$ cat config.mk
export PLATFORM = sky130hd
export DESIGN_NAME = pc_control
export DESIGN_NICKNAME = d
export VERILOG_FILES = /design/src/rtl/riscv_pkg.sv /design/src/rtl/pc_next_sel.sv /design/src/rtl/pc_control.sv
export SDC_FILE = /design/constraint.sdc
export NUM_CORES = 1
export LEC_CHECK = 0
export CORE_MARGIN = 4
export CORE_UTILIZATION = 46
export DETAILED_ROUTE_END_ITERATION = 10
export GPL_TIMING_DRIVEN = 0
export PLACE_DENSITY_LB_ADDON = 0.3
export SYNTH_ARGS = -nofsm -noshare
export SYNTH_HDL_FRONTEND = slang
export SYNTH_SLANG_ARGS = --single-unit
$ cat constraint.sdc
create_clock -name clk -period 3.8 [get_ports clk]
set_input_delay 0.38 -clock clk [delete_from_list [all_inputs] [get_ports clk]]
set_output_delay 0.38 -clock clk [all_outputs]
set_load 0.005 [all_outputs]
$ cat src/rtl/riscv_pkg.sv
// Shared types and constants for the core front end: PC-stage FSM states,
// next-PC source encoding and default vectors.
package riscv_pkg;

  typedef enum logic [1:0] {
    BOOT = 2'd0,
    RUN  = 2'd1,
    TRAP = 2'd2
  } pc_state_e;

  typedef enum logic [1:0] {
    PC_SEQ    = 2'd0,
    PC_BRANCH = 2'd1,
    PC_JAL    = 2'd2,
    PC_JALR   = 2'd3
  } next_pc_sel_e;

  localparam logic [31:0] PC_RESET_VECTOR_DEFAULT = 32'h0000_0000;
  localparam logic [31:0] PC_TRAP_VECTOR_DEFAULT  = 32'h0000_0100;

endpackage

$ cat src/rtl/pc_next_sel.sv
// Combinational next-PC selection: priority jalr > jump > branch > sequential,
// target adders, and misaligned-target detection for non-sequential targets.
module pc_next_sel
  import riscv_pkg::*;
(
  input  logic [31:0] pc,
  input  logic        branch_taken,
  input  logic        jump,
  input  logic        jalr,
  input  logic [31:0] imm,
  input  logic [31:0] rs1_data,
  output logic [31:0] target,
  output logic        misaligned
);

  next_pc_sel_e sel;
  logic [31:0]  pc_rel;
  logic [31:0]  reg_rel;

  assign pc_rel  = pc + imm;
  assign reg_rel = (rs1_data + imm) & ~32'h1;

  always_comb begin
    sel = PC_SEQ;
    if (jalr)              sel = PC_JALR;
    else if (jump)         sel = PC_JAL;
    else if (branch_taken) sel = PC_BRANCH;
  end

  always_comb begin
    target = pc + 32'd4;
    case (sel)
      PC_JALR:           target = reg_rel;
      PC_JAL, PC_BRANCH: target = pc_rel;
      default:           target = pc + 32'd4;
    endcase
  end

  // Sequential targets are always aligned; only redirects can fault (no C extension).
  assign misaligned = (sel != PC_SEQ) && target[1];

endmodule

$ cat src/rtl/pc_control.sv
// PC stage: BOOT/RUN/TRAP FSM, registered PC, trap capture and retired-instruction
// counter. Handshake: an instruction retires on a clock edge where pc_valid && pc_ready.
module pc_control
  import riscv_pkg::*;
#(
  parameter logic [31:0] RESET_VECTOR = PC_RESET_VECTOR_DEFAULT,
  parameter logic [31:0] TRAP_VECTOR  = PC_TRAP_VECTOR_DEFAULT,
  parameter logic [63:0] INSTRET_INIT = 64'd0
) (
  input  logic        clk,
  input  logic        rst,
  input  logic        branch_taken,
  input  logic        jump,
  input  logic        jalr,
  input  logic [31:0] imm,
  input  logic [31:0] rs1_data,
  input  logic        pc_ready,
  output logic [31:0] pc,
  output logic        pc_valid,
  output logic [31:0] pc_plus4,
  output logic        trap,
  output logic [31:0] trap_pc,
  output logic [63:0] instret,
  output pc_state_e   dbg_state
);

  pc_state_e   state_q, state_d;
  logic [31:0] pc_q, pc_d;
  logic [31:0] trap_pc_q, trap_pc_d;
  logic [63:0] instret_q, instret_d;
  logic        pc_valid_q, trap_q;
  logic [31:0] target;
  logic        misaligned;
  logic        fire;

  pc_next_sel u_next_sel (
    .pc           (pc_q),
    .branch_taken (branch_taken),
    .jump         (jump),
    .jalr         (jalr),
    .imm          (imm),
    .rs1_data     (rs1_data),
    .target       (target),
    .misaligned   (misaligned)
  );

  assign fire = pc_valid_q && pc_ready;

  always_comb begin
    state_d   = state_q;
    pc_d      = pc_q;
    trap_pc_d = trap_pc_q;
    instret_d = instret_q;
    case (state_q)
      BOOT: state_d = RUN;
      RUN: begin
        if (fire) begin
          if (misaligned) begin
            // Faulting instruction does not retire; pc stays on it until the vector load.
            state_d   = TRAP;
            trap_pc_d = pc_q;
          end else begin
            pc_d      = target;
            instret_d = instret_q + 64'd1;
          end
        end
      end
      TRAP: begin
        pc_d    = TRAP_VECTOR;
        state_d = RUN;
      end
      default: state_d = BOOT;
    endcase
  end

  always_ff @(posedge clk or posedge rst) begin
    if (rst) begin
      state_q    <= BOOT;
      pc_q       <= RESET_VECTOR;
      trap_pc_q  <= 32'd0;
      instret_q  <= INSTRET_INIT;
      pc_valid_q <= 1'b0;
      trap_q     <= 1'b0;
    end else begin
      state_q    <= state_d;
      pc_q       <= pc_d;
      trap_pc_q  <= trap_pc_d;
      instret_q  <= instret_d;
      pc_valid_q <= (state_d == RUN);
      trap_q     <= (state_d == TRAP);
    end
  end

  assign pc        = pc_q;
  assign pc_valid  = pc_valid_q;
  assign pc_plus4  = pc_q + 32'd4;
  assign trap      = trap_q;
  assign trap_pc   = trap_pc_q;
  assign instret   = instret_q;
  assign dbg_state = state_q;

endmodule

==> results of run 1 <==
## layout make-up
class / instances / area, um2
buffer: 37 / 156.4
clock buffer: 20 / 466.7
clock inverter: 12 / 201.4
fill: 1801 / 7739
inverter: 35 / 135.1
multi-input combinational: 912 / 6394
sequential: 132 / 3303
tap: 275 / 344.1
timing repair buffer: 239 / 2415
## per-stage QoR
step                total power, mW  TNS (ps)
floorplan                     4.902         0
global placement              6.912    -99.04
detailed placement            7.004    -151.8
CTS                           8.909         0
global route                  9.490         0
finish                        8.935         0
## kinds of logic (layout without fill, tap and decap cells)
logic type | count (synthesis) | in the layout | share of synthesized area
simple gates | 388 | 388 | 0.1912
fa+ha+maj | 71 | 71 | 0.09057
mux | 36 | 36 | 0.04077
xor+xnor | 145 | 145 | 0.1273
flops | 132 | 132 | 0.3312
compound gates | 272 | 272 | 0.1902
buf+inv | 72 | 343 | 0.02885
## what timing repair did
item | 4_1_cts | 5_1_grt
pin swaps | 0 | 1
setup endpoints to repair | 1 | 3
gates resized for setup | 1 | 2
buffers inserted | 0 | 3
## flip-flops by register name (all words and copies together) (netlist names)
| register | cells |
|---|---|
| trap_pc | 32 |
| dbg_state | 2 |
| pc | 32 |
| pc_valid | 1 |
| instret | 64 |
| trap | 1 |
## worst register-to-register path, stage by stage (launching register included)
cell      delay [ps]
dfrtp_1          480
ha_1             260
inv_1             70
fa_1             470
nand2b_1         120
a21oi_2          120
o21ai_0          240
and2_1           180
clkbuf_1         470
nand2_1          390
a221oi_1         500
nor2_1            90
## placed cells by master, fill, tap and decap left out, types with 33 or more instances in the layout
cell type	n
clkdlybuf4s50_1	233
xor2_1	44
a21oi_1	69
xnor2_1	101
o21ai_0	53
nand2_1	116
inv_1	33
nand3_1	51
dfrtp_1	132
ha_1	69
nor2_1	82
## metal layers
metal | up-vias | GRT usage | share of wire
met5 | - | 0 | 0
met4 | 0 | 0.09712 | 0.033
met3 | 70 | 0.05981 | 0.088
met2 | 440 | 0.4144 | 0.45
met1 | 4596 | 0.3545 | 0.43
li1 | 4574 | - | -
## synthesized netlist by cell type (12+ instances only)
| library cell | instances | area, um2 |
|---|---|---|
| a21o_1 | 18 | 135.1 |
| a21oi_1 | 69 | 345.3 |
| a221oi_1 | 12 | 105.1 |
| and2_1 | 12 | 75.07 |
| and3_1 | 19 | 118.9 |
| clkbuf_1 | 26 | 97.59 |
| dfrtp_1 | 132 | 3303 |
| ha_1 | 69 | 863.3 |
| inv_1 | 34 | 127.6 |
| mux2_2 | 30 | 337.8 |
| nand2_1 | 116 | 435.4 |
| nand2b_1 | 14 | 87.58 |
| nand3_1 | 51 | 255.2 |
| nand4_1 | 26 | 162.7 |
| nor2_1 | 84 | 315.3 |
| nor3_1 | 21 | 105.1 |
| o21ai_0 | 53 | 265.3 |
| xnor2_1 | 101 | 884.6 |
| xor2_1 | 44 | 385.4 |
## power by group through the flow
stage / Combinational (mW) / Clock [mW] / Sequential, mW
final: 4.76 / 1.86 / 2.32
after global routing: 5.18 / 1.94 / 2.37
after CTS: 4.72 / 1.88 / 2.31
after detailed placement: 4.68 / 0 / 2.33
after global placement: 4.60 / 0 / 2.31
after floorplan: 2.73 / 0 / 2.17
## worst paths after layout
check | from | endpoint | slack (ps)
worst max-delay path | pc[2] | pc_plus4[30] | 190
worst min-delay path | rst | pc[27] | 350
worst max register to register | pc[0] | pc[23] | 280
worst min register to register | instret[63] | instret[63] | 470
max in group asynchronous | rst | trap_pc[12] | 2630
min in group clk | instret[63] | instret[63] | 470
==> metrics.txt, run 1 <==
DIE WIDTH=155.3 um; Max Cap Violations=0; Layout area overhead=34.50%; predominant post-synthesis flop cell=dfrtp_1; Arr. time, crit path=3230 ps; Worst IR Drop VDD=0.4257 mV; # diodes=0; Synth Cell Area=0.009975 mm2; sequential share of power=0.260; critical path's top delay family=simple AND/OR/NAND/NOR gates; CP Data Required Time=3420 ps; Hold Vio Cnt, Final=0; fin crit share=0.9512; clock power share=0.208; syn_nets=1,257; Cell Chain, Critical Path=ha_1 -> nand4_1 -> nor2_2 -> nand2_1 -> nor3_2 -> nand3_1 -> xor2_1 -> inv_1 -> clkdlybuf4s50_1; CP Capture Type=primary output; Clk pin slew, worst setup/hold paths=60 ps; vias in the first global route=9,600; row cnt=53; Final Slew Violations=0; cell count after placement=1,627; Crit. path cell count=9; Hold Crit Class=in -> async; Core Region=0.02115 mm2; relative max-transition margin=0.5398; Initial Util=0.4715; CTS Buf Count=17; Post-DP Area=0.01271 mm2; H-tree levels=4; Power Density=666.1 mW/mm2; clk buf depth=2; crit path time final=3614 ps; port bufs=233; switch share=0.4029; sw power=3.600 mW; critical path peak fanout=9; fmax=276.7 MHz; hold buffers post-CTS=0; YS warnings=0; post-place setup slack=-72.05 ps; Worst-Margin Slew=690.3 ps; CP max stage delay=570 ps; die outline area=0.02410 mm2; # IOs=234; total wire length=32.04 mm; Clock Latency Late Sink=420 ps; Clock Sinks=132; Finish-stage setup viols=0; RSZ-0062 raised after global routing=no; DR vias/cell=5.824; syn_area_per_cell=8.938 um2; Synth Register Bits=132; first-pass GRT wire length=50.96 mm; Die Y=155.3 um; CTS tree=built; Routed WL per cell=19.28 um; setup ws final=185.6 ps; CP max stage cell=dfrtp_1; post-synthesis sequential area ratio=0.3312; synthesized instance count=1,116; antenna violations before repair=0; FFs w/ async S/R, synth=1.000; GP Congestion=0.9771; Clock Tree Root=clkbuf_16; share of cells above drive strength 1=0.08508; status=complete, no violations; r2r worst-path depth=11; drt initial violations=758; drt drc=0; startpoint types=flop; Power Internal=5.336 mW; fin cells=1,662; CP Buf/Inv Count=2; Leak=5.659 nW; Hold Slack=353.8 ps; largest net degree at the start of global routing=41; overflow left after global routing=0; router iterations before antenna repair=5; hpwl dp=25.14 mm; Worst Setup Path Type=reg -> out; vias=9,680; GRT Total Usage=0.2627; Nets=1,515; number of synthesized flops with an enable pin=0; combinational power share=0.532; Final Skew=12.83 ps; cell area after layout=0.01342 mm2; Final Util=0.6342; synth unique cells=86; Routed Antenna Nets=0
Note: power is estimated with default switching activity, not from simulation.
==> run 2: changes to the inputs <==
--- a/config.mk
+++ b/config.mk
@@ -5,11 +5,14 @@
 export SDC_FILE = /design/constraint.sdc
 export NUM_CORES = 1
 export LEC_CHECK = 0
+export ABC_AREA = 1
+export CAP_MARGIN = 30
 export CORE_MARGIN = 4
-export CORE_UTILIZATION = 46
+export CORE_UTILIZATION = 49
 export DETAILED_ROUTE_END_ITERATION = 10
 export GPL_TIMING_DRIVEN = 0
 export PLACE_DENSITY_LB_ADDON = 0.3
+export SETUP_SLACK_MARGIN = 0.05
 export SYNTH_ARGS = -nofsm -noshare
 export SYNTH_HDL_FRONTEND = slang
 export SYNTH_SLANG_ARGS = --single-unit
==> run 2 against run 1 <==
Synthesized area is 25% higher. Sequential share of layout area is 3.8 points lower. Utilization is 0.16 points lower. Setup slack better by 260 ps. Non-clock buffer count is 11 lower. Global-route usage is 5.1 points higher. Clock power is 4% lower. First-iteration DRC count is 28% higher. Register-to-register slack better by 550 ps. Clock skew hardly changed.
==> metrics.txt, run 2 <==
synth unique cells=49 (was 86); Finish-stage setup viols=0 (unchanged); cell count after placement=2,580 (was 1,627); synth top area cells=dfrtp_1 27%, nand2_1 21%, inv_1 10% (was dfrtp_1 33%, xnor2_1 8.9%, ha_1 8.7%); critical path peak fanout=7 (was 9); top cells by count, synth=712 x nand2_1, 338 x inv_1, 178 x nor2_1, 166 x nand3_1, 132 x dfrtp_1 (was 132 x dfrtp_1, 116 x nand2_1, 101 x xnor2_1, 84 x nor2_1); hold buffers post-CTS=0 (unchanged); compound-gate portion of the synthesized area=0.06878 (was 0.1902); Resize count post-CTS=0 (was 1); status=complete, no violations (unchanged); CP Buf/Inv Count=3 (was 2); r2r worst-path depth=14 (was 11); max reg flops=64 (unchanged); DR vias/cell=5.324 (was 5.824); CTS Buf Count=17 (unchanged); syn_nets=2,155 (was 1,257); YS warnings=0 (unchanged); vias in the first global route=13,410 (was 9,600); fin cells=2,612 (was 1,662); Cell Chain, Critical Path=ha_1 -> nand2_1 -> nor2_1 -> inv_1 -> nor2_1 -> nand4_1 -> xor2_1 -> inv_1 -> clkdlybuf4s50_1 (was ha_1 -> nand4_1 -> nor2_2 -> nand2_1 -> nor3_2 -> nand3_1 -> xor2_1 -> inv_1 -> clkdlybuf4s50_1); port bufs=233 (unchanged); Worst Setup Path Type=reg -> out (unchanged); die outline area=0.02801 mm2 (was 0.02410 mm2); setup ws final=440.6 ps (was 185.6 ps); Crit. path cell count=9 (unchanged); # IOs=234 (unchanged); predominant post-synthesis flop cell=dfrtp_1 (unchanged); CP Data Required Time=3420 ps (about the same); crit path time final=3359 ps (was 3614 ps); row cnt=58 (was 53); overflow left after global routing=0 (unchanged); share of cells above drive strength 1=0.05346 (was 0.08508); DIE WIDTH=167.4 um (was 155.3 um); router iterations before antenna repair=6 (was 5); Arr. time, crit path=2980 ps (was 3230 ps); post-synth top area share=0.2655 (was 0.3312); Routed Antenna Nets=0 (unchanged); TNS Setup=0 ps (unchanged); Synth area leader=dfrtp_1 (unchanged); commonest non-fill, non-tap cell in the layout=nand2_1 (was clkdlybuf4s50_1); Clock Sinks=132 (unchanged); CP Capture Type=primary output (unchanged); antenna violations before repair=1 (was 0); simple-gate share of the synthesized area=0.4072 (was 0.1912); Layout fillers=2,397 (was 1,801); clk buf depth=2 (unchanged); Initial Util=0.4956 (was 0.4715); Power Density=601.3 mW/mm2 (was 666.1 mW/mm2); syn_area_per_cell=6.178 um2 (was 8.938 um2); first-pass GRT wire length=70.52 mm (was 50.96 mm); Routed WL per cell=17.42 um (was 19.28 um); relative max-transition margin=0.5044 (was 0.5398); Worst-Margin Slew=743.4 ps (was 690.3 ps); Clk pin slew, worst setup/hold paths=60 ps (about the same); total wire length=45.49 mm (was 32.04 mm); critical path's top delay family=simple AND/OR/NAND/NOR gates (unchanged); drt initial violations=969 (was 758); RSZ-0062 raised after global routing=no (unchanged); Worst IR Drop VDD=0.3756 mV (was 0.4257 mV); fmax=297.7 MHz (was 276.7 MHz); Setup Fix Bufs, Post-CTS=0 (unchanged); Final Skew=13.09 ps (was 12.83 ps); largest net degree at the start of global routing=44 (was 41); CP max stage delay=560 ps (was 570 ps); Leak=8.291 nW (was 5.659 nW); synthesized instance count=2,014 (was 1,116); FFs w/ async S/R, synth=1.000 (unchanged); Hold Crit Class=in -> async (unchanged); Nets=2,410 (was 1,515); most frequent cells in the layout=712 x nand2_1, 337 x inv_1, 233 x clkdlybuf4s50_1, 178 x nor2_1, 166 x nand3_1 (was 233 x clkdlybuf4s50_1, 132 x dfrtp_1, 116 x nand2_1, 101 x xnor2_1, 82 x nor2_1); startpoint types=flop (unchanged); Clock Tree Root=clkbuf_16 (unchanged); number of synthesized flops with an enable pin=0 (unchanged); Synth Cell Area=0.01244 mm2 (was 0.009975 mm2); Layout area overhead=27.64% (was 34.50%); Synth Register Bits=132 (unchanged); Clock Latency Late Sink=420 ps (about the same); H-tree levels=4 (unchanged); Synth Area in Adders=0.07260 (was 0.09057); GRT Total Usage=0.3138 (was 0.2627); fin crit share=0.8840 (was 0.9512); Core Region=0.02511 mm2 (was 0.02115 mm2); post-place setup slack=523.0 ps (was -72.05 ps); vias=13,910 (was 9,680); main combinational cell family by area after synthesis=simple AND/OR/NAND/NOR gates (unchanged); post-synthesis mux area share=0.01357 (was 0.04077); Hold Vio Cnt, Final=0 (unchanged); post-synthesis xor/xnor area fraction=0.05490 (was 0.1273); Max Cap Violations=0 (unchanged); # diodes=0 (unchanged); drt drc=0 (unchanged); Final Slew Violations=0 (unchanged); top-count cell post-synth=nand2_1 (was dfrtp_1); GP Congestion=0.9542 (was 0.9771); post-synthesis sequential area ratio=0.2655 (was 0.3312); Die Y=167.4 um (was 155.3 um); CP max stage cell=dfrtp_1 (unchanged); CTS tree=built (unchanged); hpwl dp=37.66 mm (was 25.14 mm)
==> run 2: final cells by class <==
type	instances	area (um2)	area share
clock inverter	14	201.4	0.01268
timing repair buffer	236	2392	0.1506
sequential	132	3303	0.2080
inverter	347	1311	0.08256
buffer	29	153.9	0.009690
tap	330	412.9	0.02600
multi-input combinational	1506	7679	0.4835
clock buffer	18	429.2	0.02702
==> run 2: per-stage QoR <==
step | hold slack [ps] | total power [mW] | instance area [um2] | util
3_5_place_dp | 467.6 | 7.702 | 15250 | 0.6074
6_report | 427.2 | 9.551 | 15880 | 0.6325
3_3_place_gp | 465.1 | 7.595 | 15190 | 0.6050
2_1_floorplan | 467.6 | 5.268 | 12450 | -
5_1_grt | 479.7 | 10.23 | 15880 | 0.6325
4_1_cts | 444.2 | 9.507 | 15880 | 0.6325
==> run 2: final timing paths <==
| kind | startpoint | end | slack, ps |
|---|---|---|---|
| max reg2reg | pc[0] | pc[22] | 830 |
| max in group asynchronous | rst | pc[27] | 2510 |
| max | pc[3] | pc_plus4[24] | 440 |
| min reg2reg | instret[63] | instret[63] | 480 |
| min | rst | pc[4] | 430 |
| min in group clk | instret[63] | instret[63] | 480 |
==> run 2: cells by family after synthesis <==
kind of cell | Yosys count
and+or+nand+nor | 1191
buffers and inverters | 376
AOI/OAI and AO/OA | 151
DFF | 132
xor gates and xnor gates | 78
adders and majority gates | 71
muxes | 15
==> run 2: layer usage <==
layer | track usage | vias up | part of all wire
li1 | - | 6829 | -
met1 | 0.3676 | 6393 | 0.39
met2 | 0.5578 | 556 | 0.49
met3 | 0.05666 | 125 | 0.068
met4 | 0.1436 | 2 | 0.048
met5 | 0 | - | 0.00029
==> run 2: power breakdown <==
group | leakage (nW) | internal (mW) | total [mW] | switching (mW)
sequential | 1.70 | 1.81 | 2.40 | 0.596
combinational | 6.29 | 2.33 | 5.36 | 3.03
clock | 0.301 | 1.11 | 1.79 | 0.682
total | 8.29 | 5.25 | 9.55 | 4.30
==> run 3: changes to the inputs <==
--- a/config.mk
+++ b/config.mk
@@ -12,6 +12,7 @@
 export DETAILED_ROUTE_END_ITERATION = 10
 export GPL_TIMING_DRIVEN = 0
 export PLACE_DENSITY_LB_ADDON = 0.3
+export REMOVE_ABC_BUFFERS = 1
 export SETUP_SLACK_MARGIN = 0.05
 export SYNTH_ARGS = -nofsm -noshare
 export SYNTH_HDL_FRONTEND = slang
==> run 3 against run 2 <==
Design area is 1.1% lower. Highest routed layer is now met4. Critical path type is now in -> reg. Final cell count fell by 1.0%. Total power is 3.4% lower. Combinational power down 1%. Maximum frequency decreased by 3.7%. Largest power group unchanged.
==> metrics.txt, run 3 (synthesized netlist as in run 2, its figures left out) <==
Clock Sinks=132 (unchanged); area of the multi-input gates=0.007705 mm2 (was 0.007679 mm2); CP max stage cell=nor2_2 (was dfrtp_1); max reg flops=64 (unchanged); Final Util=0.6259 (was 0.6325); Power Internal=4.975 mW (was 5.248 mW); row cnt=58 (unchanged); Layout fillers=2,358 (was 2,397); most frequent cells in the layout=712 x nand2_1, 336 x inv_1, 233 x clkdlybuf4s50_1, 178 x nor2_1, 166 x nand3_1 (was 712 x nand2_1, 337 x inv_1, 233 x clkdlybuf4s50_1, 178 x nor2_1, 166 x nand3_1); hpwl dp=34.10 mm (was 37.66 mm); GRT Total Usage=0.2987 (was 0.3138); Hold Vio Cnt, Final=0 (unchanged); CTS tree=built (unchanged); CP Capture Type=flop (was primary output); first-pass GRT wire length=67.79 mm (was 70.52 mm); largest net degree at the start of global routing=87 (was 44); H-tree levels=4 (unchanged); DR vias/cell=5.285 (was 5.324); relative max-transition margin=0.4373 (was 0.5044); clk buf depth=2 (unchanged); Hold Crit Class=in -> async (unchanged); Worst IR Drop VDD=0.3294 mV (was 0.3756 mV); switch share=0.4607 (was 0.4506); fmax=286.8 MHz (was 297.7 MHz); sw power=4.250 mW (was 4.303 mW); Clock Tree Root=clkbuf_16 (unchanged); share of cells above drive strength 1=0.04965 (was 0.05346); critical path's top delay family=buffers and inverters (was simple AND/OR/NAND/NOR gates); crit path time final=3487 ps (was 3359 ps); Power Density=587.0 mW/mm2 (was 601.3 mW/mm2); status=complete, no violations (unchanged); post-place setup slack=-1274 ps (was 523.0 ps); vias in the first global route=13,270 (was 13,410); drt drc=0 (unchanged); Leak=8.186 nW (was 8.291 nW); RSZ-0062 raised after global routing=no (unchanged); Worst-Margin Slew=843.1 ps (was 743.4 ps); Nets=2,384 (was 2,410); Routed WL per cell=16.42 um (was 17.42 um); cell count after placement=2,552 (was 2,580); commonest non-fill, non-tap cell in the layout=nand2_1 (unchanged); Arr. time, crit path=3830 ps (was 2980 ps); CP Data Required Time=4140 ps (was 3420 ps); Finish-stage setup viols=0 (unchanged); DIE WIDTH=167.4 um (unchanged); overflow left after global routing=0 (unchanged); Final Slew Violations=0 (unchanged); Worst Setup Path Type=in -> reg (was reg -> out); antenna violations before repair=0 (was 1); vias=13,670 (was 13,910); fin cells=2,586 (was 2,612); router iterations before antenna repair=5 (was 6); setup ws final=312.8 ps (was 440.6 ps); CP max stage delay=660 ps (was 560 ps); register area=0.003303 mm2 (unchanged); Initial Util=0.4956 (unchanged); clock power share=0.171 (was 0.187); Max Cap Violations=0 (unchanged); Die Y=167.4 um (unchanged); Core Region=0.02511 mm2 (unchanged); Pwr Total=9.225 mW (was 9.551 mW); critical path peak fanout=22 (was 7); # diodes=0 (unchanged); port bufs=233 (unchanged); startpoint types=input pin (was flop); Hold Slack=368.3 ps (was 427.2 ps); fin crit share=0.9177 (was 0.8840); CP Buf/Inv Count=6 (was 3); GP Congestion=0.9690 (was 0.9542); CTS Buf Count=17 (unchanged); Clock Latency Late Sink=420 ps (about the same); Layout area overhead=26.29% (was 27.64%); combinational power share=0.573 (was 0.561); Routed Antenna Nets=0 (unchanged); die outline area=0.02801 mm2 (unchanged); sequential share of power=0.257 (was 0.252); # IOs=234 (unchanged); Clk pin slew, worst setup/hold paths=70 ps (was 60 ps); Final Skew=14.22 ps (was 13.09 ps); drt initial violations=1,093 (was 969); Cell Chain, Critical Path=clkdlybuf4s50_1 -> inv_1 -> a21oi_1 -> inv_1 -> ha_2 -> inv_2 -> o22ai_1 -> nand2_2 -> nand2_2 -> inv_2 -> o21ai_2 -> nor2_2 -> inv_4 -> a21oi_1 -> nand2_1 -> o21ai_1 (was ha_1 -> nand2_1 -> nor2_1 -> inv_1 -> nor2_1 -> nand4_1 -> xor2_1 -> inv_1 -> clkdlybuf4s50_1); total wire length=42.47 mm (was 45.49 mm)
==> run 3: changes by cell type in the layout (fill, tap and decap cells not counted), moves of 3 or more <==
cell	change
inv_8	+4
bufinv_16	-4
inv_6	+4
buf_2	-9
clkbuf_1	-10
buf_1	-3
buf_4	-6
==> run 3: final timing paths <==
path	from	end	slack (ps)	depth (start not counted)
max	jump	pc[17]	310	16
min	rst	trap_pc[3]	370	2
max reg2reg	pc[0]	pc[17]	630	13
max in group asynchronous	rst	instret[42]	2670	3
min in group clk	instret[63]	instret[63]	480	1
min reg2reg	instret[63]	instret[63]	480	1
==> run 3: repair_timing <==
item                       CTS  global route
pin swaps                    1             1
hold endpoints to repair     0             0
gates cloned                 1             0
setup endpoints to repair   73             2
hold buffers                 0             0
gates resized for setup      5             0
setup buffers                0             1
==> run 3: worst reg2reg max path, delay by kind of cell (launching register included) <==
| kind | cells | cell delay [ps] |
|---|---|---|
| adders and majority gates | 2 | 750 |
| and+or+nand+nor | 4 | 1040 |
| buffers and inverters | 3 | 440 |
| AOI/OAI and AO/OA | 4 | 460 |
| DFF | 1 | 410 |
==> run 3: through the flow <==
| step | TNS, ps | instance area [um2] |
|---|---|---|
| 2_1_floorplan | -14000 | 12290 |
| 3_3_place_gp | -353900 | 15030 |
| 3_5_place_dp | -58010 | 15120 |
| 4_1_cts | 0 | 15710 |
| 5_1_grt | 0 | 15720 |
| 6_report | 0 | 15720 |
==> run 3: metal layers <==
layer	track usage	wire, um	vias to the layer above
li1	-	-	6791
met1	0.3648	17170	6233
met2	0.5160	20360	521
met3	0.05123	2795	121
met4	0.1351	2141	0
met5	0	0	-
==> run 3: cell type report <==
class	instances	share of cell area
multi-input cells	1507	0.4903
well taps	330	0.02627
repair buffers	238	0.1538
clock buffers	17	0.02707
flip-flops and latches	132	0.2102
inverters	347	0.08368
clock inverters	15	0.008678
==> run 3: power groups by stage <==
stage | clock network, mW | logic [mW] | registers (mW)
4_1_cts | 1.59 | 5.25 | 2.36
3_5_place_dp | 0 | 5.20 | 2.38
3_3_place_gp | 0 | 5.05 | 2.37
6_report | 1.57 | 5.28 | 2.37
5_1_grt | 1.66 | 5.85 | 2.43
2_1_floorplan | 0 | 2.96 | 2.22
